<file path="src/rtl/key_pkg.sv">
// rtl/key_pkg.sv - shared types and default 125 MHz timing for the key event controller
package key_pkg;

   typedef enum logic [1:0] {
      EVT_PRESS   = 2'd0,
      EVT_RELEASE = 2'd1,
      EVT_LONG    = 2'd2,
      EVT_REPEAT  = 2'd3
   } evt_type_e;

   typedef enum logic [1:0] {
      ST_IDLE = 2'd0,
      ST_DOWN = 2'd1,
      ST_HELD = 2'd2
   } key_state_e;

   localparam int DEF_DEB_CYC    = 5_000_000;
   localparam int DEF_LONG_CYC   = 125_000_000;
   localparam int DEF_REPEAT_CYC = 25_000_000;

endpackage

</file>
<file path="src/rtl/key_event_ctrl_if.sv">
// rtl/key_event_ctrl_if.sv - valid/ready key event stream
interface key_event_ctrl_if import key_pkg::*; #(
   parameter int KW = 2
);
   logic          evt_valid;
   logic          evt_ready;
   logic [KW-1:0] evt_key;
   evt_type_e     evt_type;

   modport master (output evt_valid, output evt_key, output evt_type, input evt_ready);
   modport slave  (input evt_valid, input evt_key, input evt_type, output evt_ready);
endinterface

</file>
<file path="src/rtl/key_filter.sv">
// rtl/key_filter.sv - two-flop synchroniser and debounce counter for one key
module key_filter import key_pkg::*; #(
   parameter int DEB_CYC = DEF_DEB_CYC
) (
   input  logic clk,
   input  logic rst_n,
   input  logic key_raw,
   output logic key_level
);
   localparam int CW = (DEB_CYC > 1) ? $clog2(DEB_CYC) : 1;

   logic          sync1;
   logic          sync2;
   logic [CW-1:0] cnt;

   always_ff @(posedge clk or negedge rst_n) begin
      if (!rst_n) begin
         sync1     <= 1'b1;
         sync2     <= 1'b1;
         cnt       <= '0;
         key_level <= 1'b1;
      end else begin
         sync1 <= key_raw;
         sync2 <= sync1;
         // any cycle that agrees with the accepted level restarts the run
         if (sync2 == key_level) begin
            cnt <= '0;
         end else if (cnt == CW'(DEB_CYC - 1)) begin
            key_level <= sync2;
            cnt       <= '0;
         end else begin
            cnt <= cnt + CW'(1);
         end
      end
   end
endmodule

</file>
<file path="src/rtl/key_event_ctrl.sv">
// rtl/key_event_ctrl.sv - debounced multi-key press/long/repeat event source
module key_event_ctrl import key_pkg::*; #(
   parameter int NKEYS      = 4,
   parameter int DEB_CYC    = DEF_DEB_CYC,
   parameter int LONG_CYC   = DEF_LONG_CYC,
   parameter int REPEAT_CYC = DEF_REPEAT_CYC,
   parameter int KW         = (NKEYS > 1) ? $clog2(NKEYS) : 1
) (
   input  logic                 clk,
   input  logic                 rst_n,
   input  logic [NKEYS-1:0]     key_in,
   key_event_ctrl_if.master     evt,
   output logic [NKEYS-1:0]     key_level,
   output logic [NKEYS-1:0]     ovf,
   input  logic                 ovf_clr
);
   localparam int HW = $clog2((LONG_CYC > REPEAT_CYC) ? LONG_CYC : REPEAT_CYC) + 1;
   localparam int IW = KW + 1;

   key_state_e       st_q   [NKEYS];
   key_state_e       st_d   [NKEYS];
   logic [HW-1:0]    hc_q   [NKEYS];
   logic [HW-1:0]    hc_d   [NKEYS];
   evt_type_e        fire_t [NKEYS];
   evt_type_e        pend_t [NKEYS];
   logic [NKEYS-1:0] fire;
   logic [NKEYS-1:0] pend_v;
   logic [NKEYS-1:0] taken;
   logic [NKEYS-1:0] ovf_set;
   logic [KW-1:0]    rr_q;
   logic [KW-1:0]    gnt_idx;
   logic [KW-1:0]    idx;
   logic [IW-1:0]    idx_w;
   logic             gnt_any;
   logic             load;

   for (genvar k = 0; k < NKEYS; k++) begin : g_key
      key_filter #(.DEB_CYC(DEB_CYC)) u_filter (
         .clk       (clk),
         .rst_n     (rst_n),
         .key_raw   (key_in[k]),
         .key_level (key_level[k])
      );
   end

   always_ff @(posedge clk or negedge rst_n) begin
      if (!rst_n) begin
         for (int k = 0; k < NKEYS; k++) begin
            st_q[k] <= ST_IDLE;
            hc_q[k] <= '0;
         end
      end else begin
         st_q <= st_d;
         hc_q <= hc_d;
      end
   end

   // a release seen on a terminal-count cycle wins, so only RELEASE is emitted
   always_comb begin
      st_d = st_q;
      hc_d = hc_q;
      fire = '0;
      for (int k = 0; k < NKEYS; k++) begin
         fire_t[k] = EVT_PRESS;
         case (st_q[k])
            ST_IDLE: begin
               if (!key_level[k]) begin
                  fire[k]   = 1'b1;
                  fire_t[k] = EVT_PRESS;
                  st_d[k]   = ST_DOWN;
                  hc_d[k]   = '0;
               end
            end
            ST_DOWN: begin
               if (key_level[k]) begin
                  fire[k]   = 1'b1;
                  fire_t[k] = EVT_RELEASE;
                  st_d[k]   = ST_IDLE;
               end else if (hc_q[k] == HW'(LONG_CYC - 1)) begin
                  fire[k]   = 1'b1;
                  fire_t[k] = EVT_LONG;
                  st_d[k]   = ST_HELD;
                  hc_d[k]   = '0;
               end else begin
                  hc_d[k] = hc_q[k] + HW'(1);
               end
            end
            ST_HELD: begin
               if (key_level[k]) begin
                  fire[k]   = 1'b1;
                  fire_t[k] = EVT_RELEASE;
                  st_d[k]   = ST_IDLE;
               end else if (hc_q[k] == HW'(REPEAT_CYC - 1)) begin
                  fire[k]   = 1'b1;
                  fire_t[k] = EVT_REPEAT;
                  hc_d[k]   = '0;
               end else begin
                  hc_d[k] = hc_q[k] + HW'(1);
               end
            end
            default: st_d[k] = ST_IDLE;
         endcase
      end
   end

   assign load = !evt.evt_valid || evt.evt_ready;

   always_comb begin
      gnt_any = 1'b0;
      gnt_idx = '0;
      idx_w   = '0;
      idx     = '0;
      for (int i = 0; i < NKEYS; i++) begin
         idx_w = IW'(rr_q) + IW'(i);
         if (idx_w >= IW'(NKEYS)) idx_w = idx_w - IW'(NKEYS);
         idx = idx_w[KW-1:0];
         if (!gnt_any && pend_v[idx]) begin
            gnt_any = 1'b1;
            gnt_idx = idx;
         end
      end
   end

   always_comb begin
      taken   = '0;
      ovf_set = '0;
      for (int k = 0; k < NKEYS; k++) begin
         taken[k]   = load && gnt_any && (gnt_idx == KW'(k));
         ovf_set[k] = fire[k] && pend_v[k] && !taken[k];
      end
   end

   // a slot being drained this cycle can be refilled without counting as a drop
   always_ff @(posedge clk or negedge rst_n) begin
      if (!rst_n) begin
         pend_v <= '0;
         ovf    <= '0;
         for (int k = 0; k < NKEYS; k++) pend_t[k] <= EVT_PRESS;
      end else begin
         ovf <= (ovf_clr ? '0 : ovf) | ovf_set;
         for (int k = 0; k < NKEYS; k++) begin
            if (fire[k]) begin
               if (!pend_v[k] || taken[k]) begin
                  pend_v[k] <= 1'b1;
                  pend_t[k] <= fire_t[k];
               end else if (fire_t[k] == EVT_RELEASE) begin
                  pend_t[k] <= EVT_RELEASE;
               end
            end else if (taken[k]) begin
               pend_v[k] <= 1'b0;
            end
         end
      end
   end

   always_ff @(posedge clk or negedge rst_n) begin
      if (!rst_n) begin
         evt.evt_valid <= 1'b0;
         evt.evt_key   <= '0;
         evt.evt_type  <= EVT_PRESS;
         rr_q          <= '0;
      end else if (load) begin
         evt.evt_valid <= gnt_any;
         if (gnt_any) begin
            evt.evt_key  <= gnt_idx;
            evt.evt_type <= pend_t[gnt_idx];
            rr_q         <= (gnt_idx == KW'(NKEYS - 1)) ? '0 : gnt_idx + KW'(1);
         end
      end
   end
endmodule

</file>
<file path="src/flat_wrapper.sv">
// flat-port wrapper written by rule: the top's interface ports become plain ports
module key_event_ctrl_flat import key_pkg::*;
#(
   parameter int NKEYS      = 4,
   parameter int DEB_CYC    = DEF_DEB_CYC,
   parameter int LONG_CYC   = DEF_LONG_CYC,
   parameter int REPEAT_CYC = DEF_REPEAT_CYC,
   parameter int KW         = (NKEYS > 1) ? $clog2(NKEYS) : 1
)
  (clk, rst_n, key_in, key_level, ovf, ovf_clr, evt_evt_valid, evt_evt_key, evt_evt_type, evt_evt_ready);
  key_event_ctrl_if #(.KW(KW)) evt_i ();
  input  logic clk;
  input  logic rst_n;
  input  logic [NKEYS-1:0] key_in;
  output logic [NKEYS-1:0] key_level;
  output logic [NKEYS-1:0] ovf;
  input  logic ovf_clr;
  output wire logic [$bits(evt_i.evt_valid)-1:0] evt_evt_valid;
  output wire logic [$bits(evt_i.evt_key)-1:0] evt_evt_key;
  output wire logic [$bits(evt_i.evt_type)-1:0] evt_evt_type;
  input wire logic [$bits(evt_i.evt_ready)-1:0] evt_evt_ready;
  assign evt_evt_valid = evt_i.evt_valid;
  assign evt_evt_key = evt_i.evt_key;
  assign evt_evt_type = evt_i.evt_type;
  assign evt_i.evt_ready = evt_evt_ready;
  key_event_ctrl #(.NKEYS(NKEYS), .DEB_CYC(DEB_CYC), .LONG_CYC(LONG_CYC), .REPEAT_CYC(REPEAT_CYC), .KW(KW)) u_core (.clk(clk), .rst_n(rst_n), .key_in(key_in), .evt(evt_i), .key_level(key_level), .ovf(ovf), .ovf_clr(ovf_clr));
endmodule
</file>
<file path="config.mk">
export PLATFORM = sky130hd
export DESIGN_NAME = key_event_ctrl_flat
export DESIGN_NICKNAME = d
export VERILOG_FILES = /design/src/rtl/key_pkg.sv /design/src/rtl/key_event_ctrl_if.sv /design/src/rtl/key_filter.sv /design/src/rtl/key_event_ctrl.sv /design/src/flat_wrapper.sv
export SDC_FILE = /design/constraint.sdc
export NUM_CORES = 1
export LEC_CHECK = 0
export BUFFER_PORTS_ARGS = -buffer_cell sky130_fd_sc_hd__buf_2
export CAP_MARGIN = 20
export CORE_MARGIN = 2
export CORE_UTILIZATION = 60
export CTS_CLUSTER_SIZE = 12
export DETAILED_ROUTE_END_ITERATION = 6
export PLACE_DENSITY_LB_ADDON = 0.25
export SLEW_MARGIN = 20
export SYNTH_ARGS = -nofsm -noshare
export SYNTH_HDL_FRONTEND = slang
export SYNTH_SLANG_ARGS = --single-unit
</file>
<file path="constraint.sdc">
create_clock -name clk -period 6.5 [get_ports clk]
set_clock_uncertainty 0.1 [all_clocks]
set_input_delay 0.325 -clock clk [delete_from_list [all_inputs] [get_ports clk]]
set_output_delay 0.325 -clock clk [all_outputs]
set_load 0.005 [all_outputs]
</file>
==> results of run 1 <==
worst register-to-register path, delay by kind of cell, from the launching register on:
kind | cells | cell delay (ps)
simple gates | 5 | 1910
flops | 1 | 420
compound gates | 1 | 430
synth_stat cells (all sizes together) (3+ instances only):
cell type    n
inv         50
dfrtp      235
a22o        12
and4b        3
or2          9
o22ai        9
o21ai       50
mux2i        8
o311ai       8
and4        13
nand4b       4
buf          8
dfstp       12
nor4bb       5
nand4       44
a21o         6
a211oi       6
nand3       94
o2bb2ai      3
or4b         3
o31ai       13
and3        46
o41ai        4
and2        16
nor4        25
or4          9
a31o         3
mux2         7
or3         11
xor2        81
clkbuf      30
ha          28
nand2      123
or4bb        3
a21oi       26
xnor2       77
nor2       225
nand2b       7
nor4b       11
nor2b       18
nor3        29
nand3b       5
routing by layer:
metal | track usage (%) | up-vias
met5 | 0 | -
met3 | 3.22 | 53
li1 | - | 4939
met2 | 37.3 | 181
met4 | 6.76 | 0
met1 | 32.1 | 4899
registers in the layout, summed over array words and instances (netlist names), 4 cells and up:
register                         flops
u_core.hc_q                        112
u_core.g_key.u_filter.cnt           92
u_core.pend_t                        8
u_core.st_q                          8
u_core.g_key.u_filter.key_level      4
u_core.g_key.u_filter.sync1          4
u_core.g_key.u_filter.sync2          4
u_core.ovf                           4
u_core.pend_v                        4
cell families after synthesis:
| group | after synthesis |
|---|---|
| AOI/OAI and AO/OA | 160 |
| xor gates and xnor gates | 158 |
| adders and majority gates | 28 |
| buffers and inverters | 89 |
| DFF | 247 |
| muxes | 15 |
| and+or+nand+nor | 706 |
stage by stage:
step	util, %	cells
detailed placement	62.1	1668
finish	66.5	1724
global route	66.5	1724
CTS	66.5	1724
floorplan	-	1403
global placement	62.1	1668
cell type report:
class	instances	area share [%]
Multi-Input combinational cell	1067	45.6
Clock buffer	42	5.56
Sequential cell	247	43.0
Clock inverter	8	0.651
Inverter	51	1.33
Tap cell	280	2.43
Timing Repair Buffer	29	1.42
power groups by stage:
stage	sequential, uW	clock [uW]	combinational (uW)
after floorplan	1620	0	89.2
final	1600	1520	163
after detailed placement	1630	0	161
after global routing	1600	1630	189
after CTS	1600	1560	166
after global placement	1630	0	157
path summary, 6_finish.rpt:
kind | startpoint | to | slack, ps | depth (start not counted)
worst max register to register | u_core.hc_q[51]$_DFFE_PN0P_ | u_core.hc_q[37]$_DFFE_PN0P_ | 3490 | 6
worst max-delay path | u_core.hc_q[51]$_DFFE_PN0P_ | u_core.hc_q[37]$_DFFE_PN0P_ | 3490 | 6
worst min-delay path | evt_evt_ready | u_core.evt.evt_valid$_DFFE_PN0P_ | 230 | 3
worst min register to register | u_core.g_key[1].u_filter.sync1$_DFF_PN1_ | u_core.g_key[1].u_filter.sync2$_DFF_PN1_ | 260 | 0
max in group asynchronous | rst_n | u_core.hc_q[61]$_DFFE_PN0P_ | 4800 | 3
min in group asynchronous | rst_n | u_core.g_key[2].u_filter.cnt[7]$_DFF_PN0_ | 290 | 2
==> impl_metrics.ini, run 1 <==
[timing]
finalSetupViolCount = 0
post-route-period-util_pct = 46.3
hold_viol = 0
hold_ws_ps = 227
relSlewSlack_pct = 35.4
finalSetupTns_ps = 0
rsz0062_at_grt = no
setup_ws_ps = 3490
slew_violations = 0
worstMarginPinSlew_ps = 969
post-route-min-period_ps = 3010
max_freq_mhz = 332

[logic_synthesis]
async_flop_share_pct = 100
synth_edf_count = 0
synth_warnings = 0
synth-xor-area-share_pct = 10.5
ys_ff_latch = 247
ys_seq_area_share_pct = 47.1
synth_ff_type = dfrtp_1
yosysTopAreaCell = dfrtp_1
synth_top_family_by_area = simple AND/OR/NAND/NOR gates
synthTopCellsByArea = dfrtp_1 (45%), nor2_1 (6.4%), xor2_1 (5.4%), xnor2_1 (5.1%), nand3_1 (3.6%)
synth_compound_area_share_pct = 8.44
synthMuxAreaShare_pct = 1.21
synth-simple-area-share_pct = 27.2
syn_inst = 1403
synth_top_cell_area_share_pct = 44.7
syn_area_um2 = 13100
synth_area_per_cell_um2 = 9.37
synthAdderAreaFrac_pct = 2.67
synth_nets = 1439
ys_types = 72

[setup_path]
worst-endpoint-required_ps = 6790
arrival_ps = 3300
path_class = reg -> reg
cp_cell_sequence = or4b_2 -> nor4_1 -> nand3_1 -> a32oi_2 -> and2_2 -> nor2_1
cp_max_fo = 22
cpMaxStageDelayCell = or4b_2
critPathCaptureType = flip-flop
crit_family = simple AND/OR/NAND/NOR gates
critical_path_buf_inv_count = 0
max_stage_delay_ps = 680
start_kind = flip-flop

[pwr]
switching_share_pct = 22.3
total_power_uw = 3290
p_clk_share_pct = 46.3
p_int_uw = 2550
p_leak_uw = 0.00627
power_switching_uw = 733
p_per_area_nw_per_um2 = 228
share_comb_of_total_power_pct = 5.0
peakVddDrop_v = 0.000164
seq_power_share_pct = 48.7

[clock_network]
holdBufCountCts = 6
cts_tree = yes
cts.path.max_buffers = 3
post-cts-setup-buffers = 0
ctsResizeCount = 0
clkSinkCount = 247
clkLatencyLatePin_ps = 540
cts_root_buf = clkbuf_16
cts_buffers = 27
clk_pin_slew_ps = 60
cts_max_level = 1

[floorplanning]
die_width_um = 152
io_pins = 21
std_cell_rows = 54
core-area_um2 = 21700
die_h_um = 152
initial_core_util_pct = 60.6
die-area_um2 = 23100

[drt]
wl_met1_um = 12300
dr_wl_met3_um = 911
drc_errors = 0
ant_nets = 0
drtPass1Iterations = 5
top_layer = met4
vias_per_cell = 5.84
wl_per_cell_um = 15.1
drt-total-wl_um = 26000
dr_total_vias = 10100
drtIter0Drc = 536
routed-wl-met2_um = 12100

[place]
io_buffers = 20
hpwl_um = 17300
placed_cell_area_um2 = 13500
dp_worst_setup_slack_ps = 3500
routabilityCongestion = 0.864

[global_route]
grt-ovfl-total = 0
grt_pass1_vias = 10000
grt_pass1_wl_um = 46000
antenna_found_initial = 0
grt_use_total_pct = 22.9
grt_max_degree = 145

[layout]
finalInstanceArea_um2 = 14400
final_common_cell = dfrtp_1
n_antenna_cell = 0
layout_common_cells = dfrtp_1 (235), nor2_1 (224), nand2_1 (122)
syn2layout_area_growth_pct = 9.67
seq_area_um2 = 6200
n_fill_cell = 1721
fin_nets = 1459
drive_gt1_share_pct = 7.55
multi_input_area_um2 = 6580

[flow_run]
cap_violations = 0

[min_path]
hold_class = in -> reg

[status]
status = completed
No activity file was read; power rests on OpenSTA's default activity.
==> run 2, diff against run 1 <==
--- a/config.mk
+++ b/config.mk
@@ -5,6 +5,7 @@
 export SDC_FILE = /design/constraint.sdc
 export NUM_CORES = 1
 export LEC_CHECK = 0
+export ABC_AREA = 1
 export BUFFER_PORTS_ARGS = -buffer_cell sky130_fd_sc_hd__buf_2
 export CAP_MARGIN = 20
 export CORE_MARGIN = 2
==> constraint.sdc (replaced) <==
create_clock -name clk -period 3.1 [get_ports clk]
set_clock_uncertainty 0.1 [all_clocks]
set_input_delay 0.155 -clock clk [delete_from_list [all_inputs] [get_ports clk]]
set_output_delay 0.155 -clock clk [all_outputs]
set_load 0.005 [all_outputs]
==> run 2 against run 1 <==
  * Utilization grew 0.36 points
  * Fmax increased by 16%
  * Cell count increased by 39%
  * Total power is 140% higher
  * Routed wire length is 28% higher
  * Die area rose by 12%
  * Count of clock-buffer cells in the layout is 1 lower
  * Worst setup slack got worse by 3000 ps
  * Sequential cell count is the same
  * Via count grew 32%
  * Cell area is 13% higher
  * Critical path depth up 12
==> impl_metrics.ini, run 2 <==
[drt]
wl_per_cell_um = 13.9
drt-total-wl_um = 33300
ant_nets = 0
drtIter0Drc = 1190
drc_errors = 0
vias_per_cell = 5.52
drtPass1Iterations = 5
dr_total_vias = 13300

[setup_path]
path_class = reg -> reg
cp_cell_sequence = inv_2 -> nand2_1 -> nand2_2 -> nand2_1 -> nand2_1 -> nor2_4 -> nand3_1 -> nand2_2 -> nand2_2 -> inv_1 -> ha_1 -> nand3_1 -> nand2_1 -> inv_1 -> nand2_1 -> nand2_1 -> nand2_1 -> nand2_1
cp_common_cell = nand2_1
critPathCaptureType = flip-flop
arrival_ps = 2930
max_stage_delay_ps = 550
cp_max_fo = 11
start_kind = flip-flop
crit_family = simple AND/OR/NAND/NOR gates
critical_path_buf_inv_count = 3
worst-endpoint-required_ps = 3430
cpMaxStageDelayCell = dfrtp_1

[floorplanning]
die-area_um2 = 26000
std_cell_rows = 57
die_width_um = 161
initial_core_util_pct = 61.0
io_pins = 21
die_h_um = 161
core-area_um2 = 24300

[logic_synthesis]
ys_seq_area_share_pct = 41.8
yosysTopAreaCell = dfrtp_1
ys_ff_latch = 247
yosysMostFrequentCell = nand2_1
syn_area_um2 = 14800
synth_nets = 2051
syn_inst = 2015
async_flop_share_pct = 100
synth_ff_type = dfrtp_1
synth_warnings = 0
synth_top_cell_area_share_pct = 39.7
synth_edf_count = 0
synth_area_per_cell_um2 = 7.36
synth_common_cells = nand2_1 (434), nor2_1 (302), inv_1 (267), dfrtp_1 (235), nand3_1 (133)
synthTopCellsByArea = dfrtp_1 (40%), nand2_1 (11%), nor2_1 (7.6%), inv_1 (6.8%), nand3_1 (4.5%)
ys_types = 53

[timing]
post-route-period-util_pct = 84.0
rsz0062_at_grt = no
finalSetupTns_ps = 0
finalSetupViolCount = 0
post-route-min-period_ps = 2600
hold_viol = 0
slew_violations = 0
max_freq_mhz = 384
relSlewSlack_pct = 57.0
worstMarginPinSlew_ps = 639
hold_ws_ps = 41.0

[global_route]
grt_pass1_wl_um = 58600
grt_use_total_pct = 26.4
grt-ovfl-total = 0
grt_max_degree = 80
antenna_found_initial = 0
grt_pass1_vias = 12800

[place]
hpwl_um = 24200
io_buffers = 20
routabilityCongestion = 0.954

[layout]
largest_reg_flops = 112
fin_nets = 2092
regMostFlops = u_core.hc_q
reg.largest.list = u_core.hc_q: 112 flops, u_core.g_key.u_filter.cnt: 92 flops
syn2layout_area_growth_pct = 9.60
final_common_cell = nand2_1
layout_common_cells = nand2_1 (434), nor2_1 (302), inv_1 (267)
n_antenna_cell = 0
drive_gt1_share_pct = 7.65

[status]
status = completed

[pwr]
p_per_area_nw_per_um2 = 480
peakVddDrop_v = 0.000504
p_leak_uw = 0.00730

[clock_network]
cts_max_level = 1
cts.path.max_buffers = 3
holdBufCountCts = 7
cts_root_buf = clkbuf_16
cts_tree = yes
post-cts-setup-buffers = 0
ctsResizeCount = 0
clkLatencyLatePin_ps = 540
clk_pin_slew_ps = 60
clkSinkCount = 247
cts_buffers = 29

[flow_run]
cap_violations = 0

[min_path]
hold_class = in -> async
## run 2: changes by cell type after synthesis, sizes merged, moves of 13 or more
cell / previous run / this run
nand2: 123 / 445
inv: 50 / 280
nor3: 29 / 129
nor2: 225 / 315
xnor2: 77 / 8
a21oi: 26 / 83
and3: 46 / 3
nand3: 94 / 136
clkbuf: 30 / 6
nand4: 44 / 66
nor2b: 18 / 0
and2: 16 / 0
o21ai: 50 / 64
and4: 13 / 0
## run 2: worst reg2reg max path, delay by kind of cell, from the launching register on
kind          cells  cell delay, ps
fa+ha+maj         1             160
simple gates     14            1360
buf+inv           3             340
flops             1             550
## run 2: worst paths after layout
check                           depth (start not counted)  slack, ps                                startpoint                                         to
worst max-delay path                                   18        500                u_core.rr_q[0]$_DFFE_PN0P_               u_core.pend_t[5]$_DFFE_PN0P_
worst min-delay path                                    2         40                                     rst_n  u_core.g_key[2].u_filter.cnt[8]$_DFF_PN0_
worst max register to register                         18        500                u_core.rr_q[0]$_DFFE_PN0P_               u_core.pend_t[5]$_DFFE_PN0P_
worst min register to register                          0        250  u_core.g_key[3].u_filter.sync1$_DFF_PN1_   u_core.g_key[3].u_filter.sync2$_DFF_PN1_
max in group asynchronous                               3       1960                                     rst_n   u_core.g_key[0].u_filter.sync2$_DFF_PN1_
min in group clk                                        2        160                                 key_in[1]   u_core.g_key[1].u_filter.sync1$_DFF_PN1_
## run 2: cells by family (layout without fill, tap and decap cells)
family	after synthesis	after routing	synth area share, %
simple gates	1159	1159	35.3
buf+inv	306	369	8.23
flops	247	247	41.8
compound gates	191	191	7.29
xor+xnor	81	81	4.78
fa+ha+maj	28	28	2.36
mux	3	3	0.228
## run 2: stage by stage
stage	util [%]	total power (uW)	setup WS, ps	area [um2]	cells
after floorplan	-	4270	952	14800	2015
after global placement	62.8	4570	666	15300	2342
after global routing	66.8	8210	207	16300	2402
after detailed placement	62.8	4600	561	15300	2342
final	66.8	7790	496	16300	2402
after CTS	66.8	7860	541	16300	2402
## run 2: cell type report
type                       count  area (um2)
clock inverter                12        75.1
fill                        2055        8070
timing repair buffer          35         265
multi-input combinational   1462        7410
clock buffer                  41         841
tap                          324         405
sequential                   247        6200
inverter                     281        1060
## run 2: power breakdown
| part | leakage, uW | internal [uW] | total, uW | switching, uW |
|---|---|---|---|---|
| Clock | 0.000450 | 1880 | 3240 | 1360 |
| Sequential | 0.00333 | 3320 | 3400 | 89.1 |
| Combinational | 0.00352 | 362 | 1150 | 791 |
| Total | 0.00730 | 5560 | 7790 | 2230 |
## run 2: layer usage
| layer | part of all wire (%) | global-route usage, % | routed length, um | vias to the layer above |
|---|---|---|---|---|
| li1 | - | - | - | 6644 |
| met2 | 46 | 42.8 | 15300 | 375 |
| met1 | 46 | 37.5 | 15400 | 6171 |
| met3 | 5.6 | 4.03 | 1880 | 70 |
| met5 | 0 | 0 | 0 | - |
| met4 | 2.2 | 6.49 | 720 | 0 |
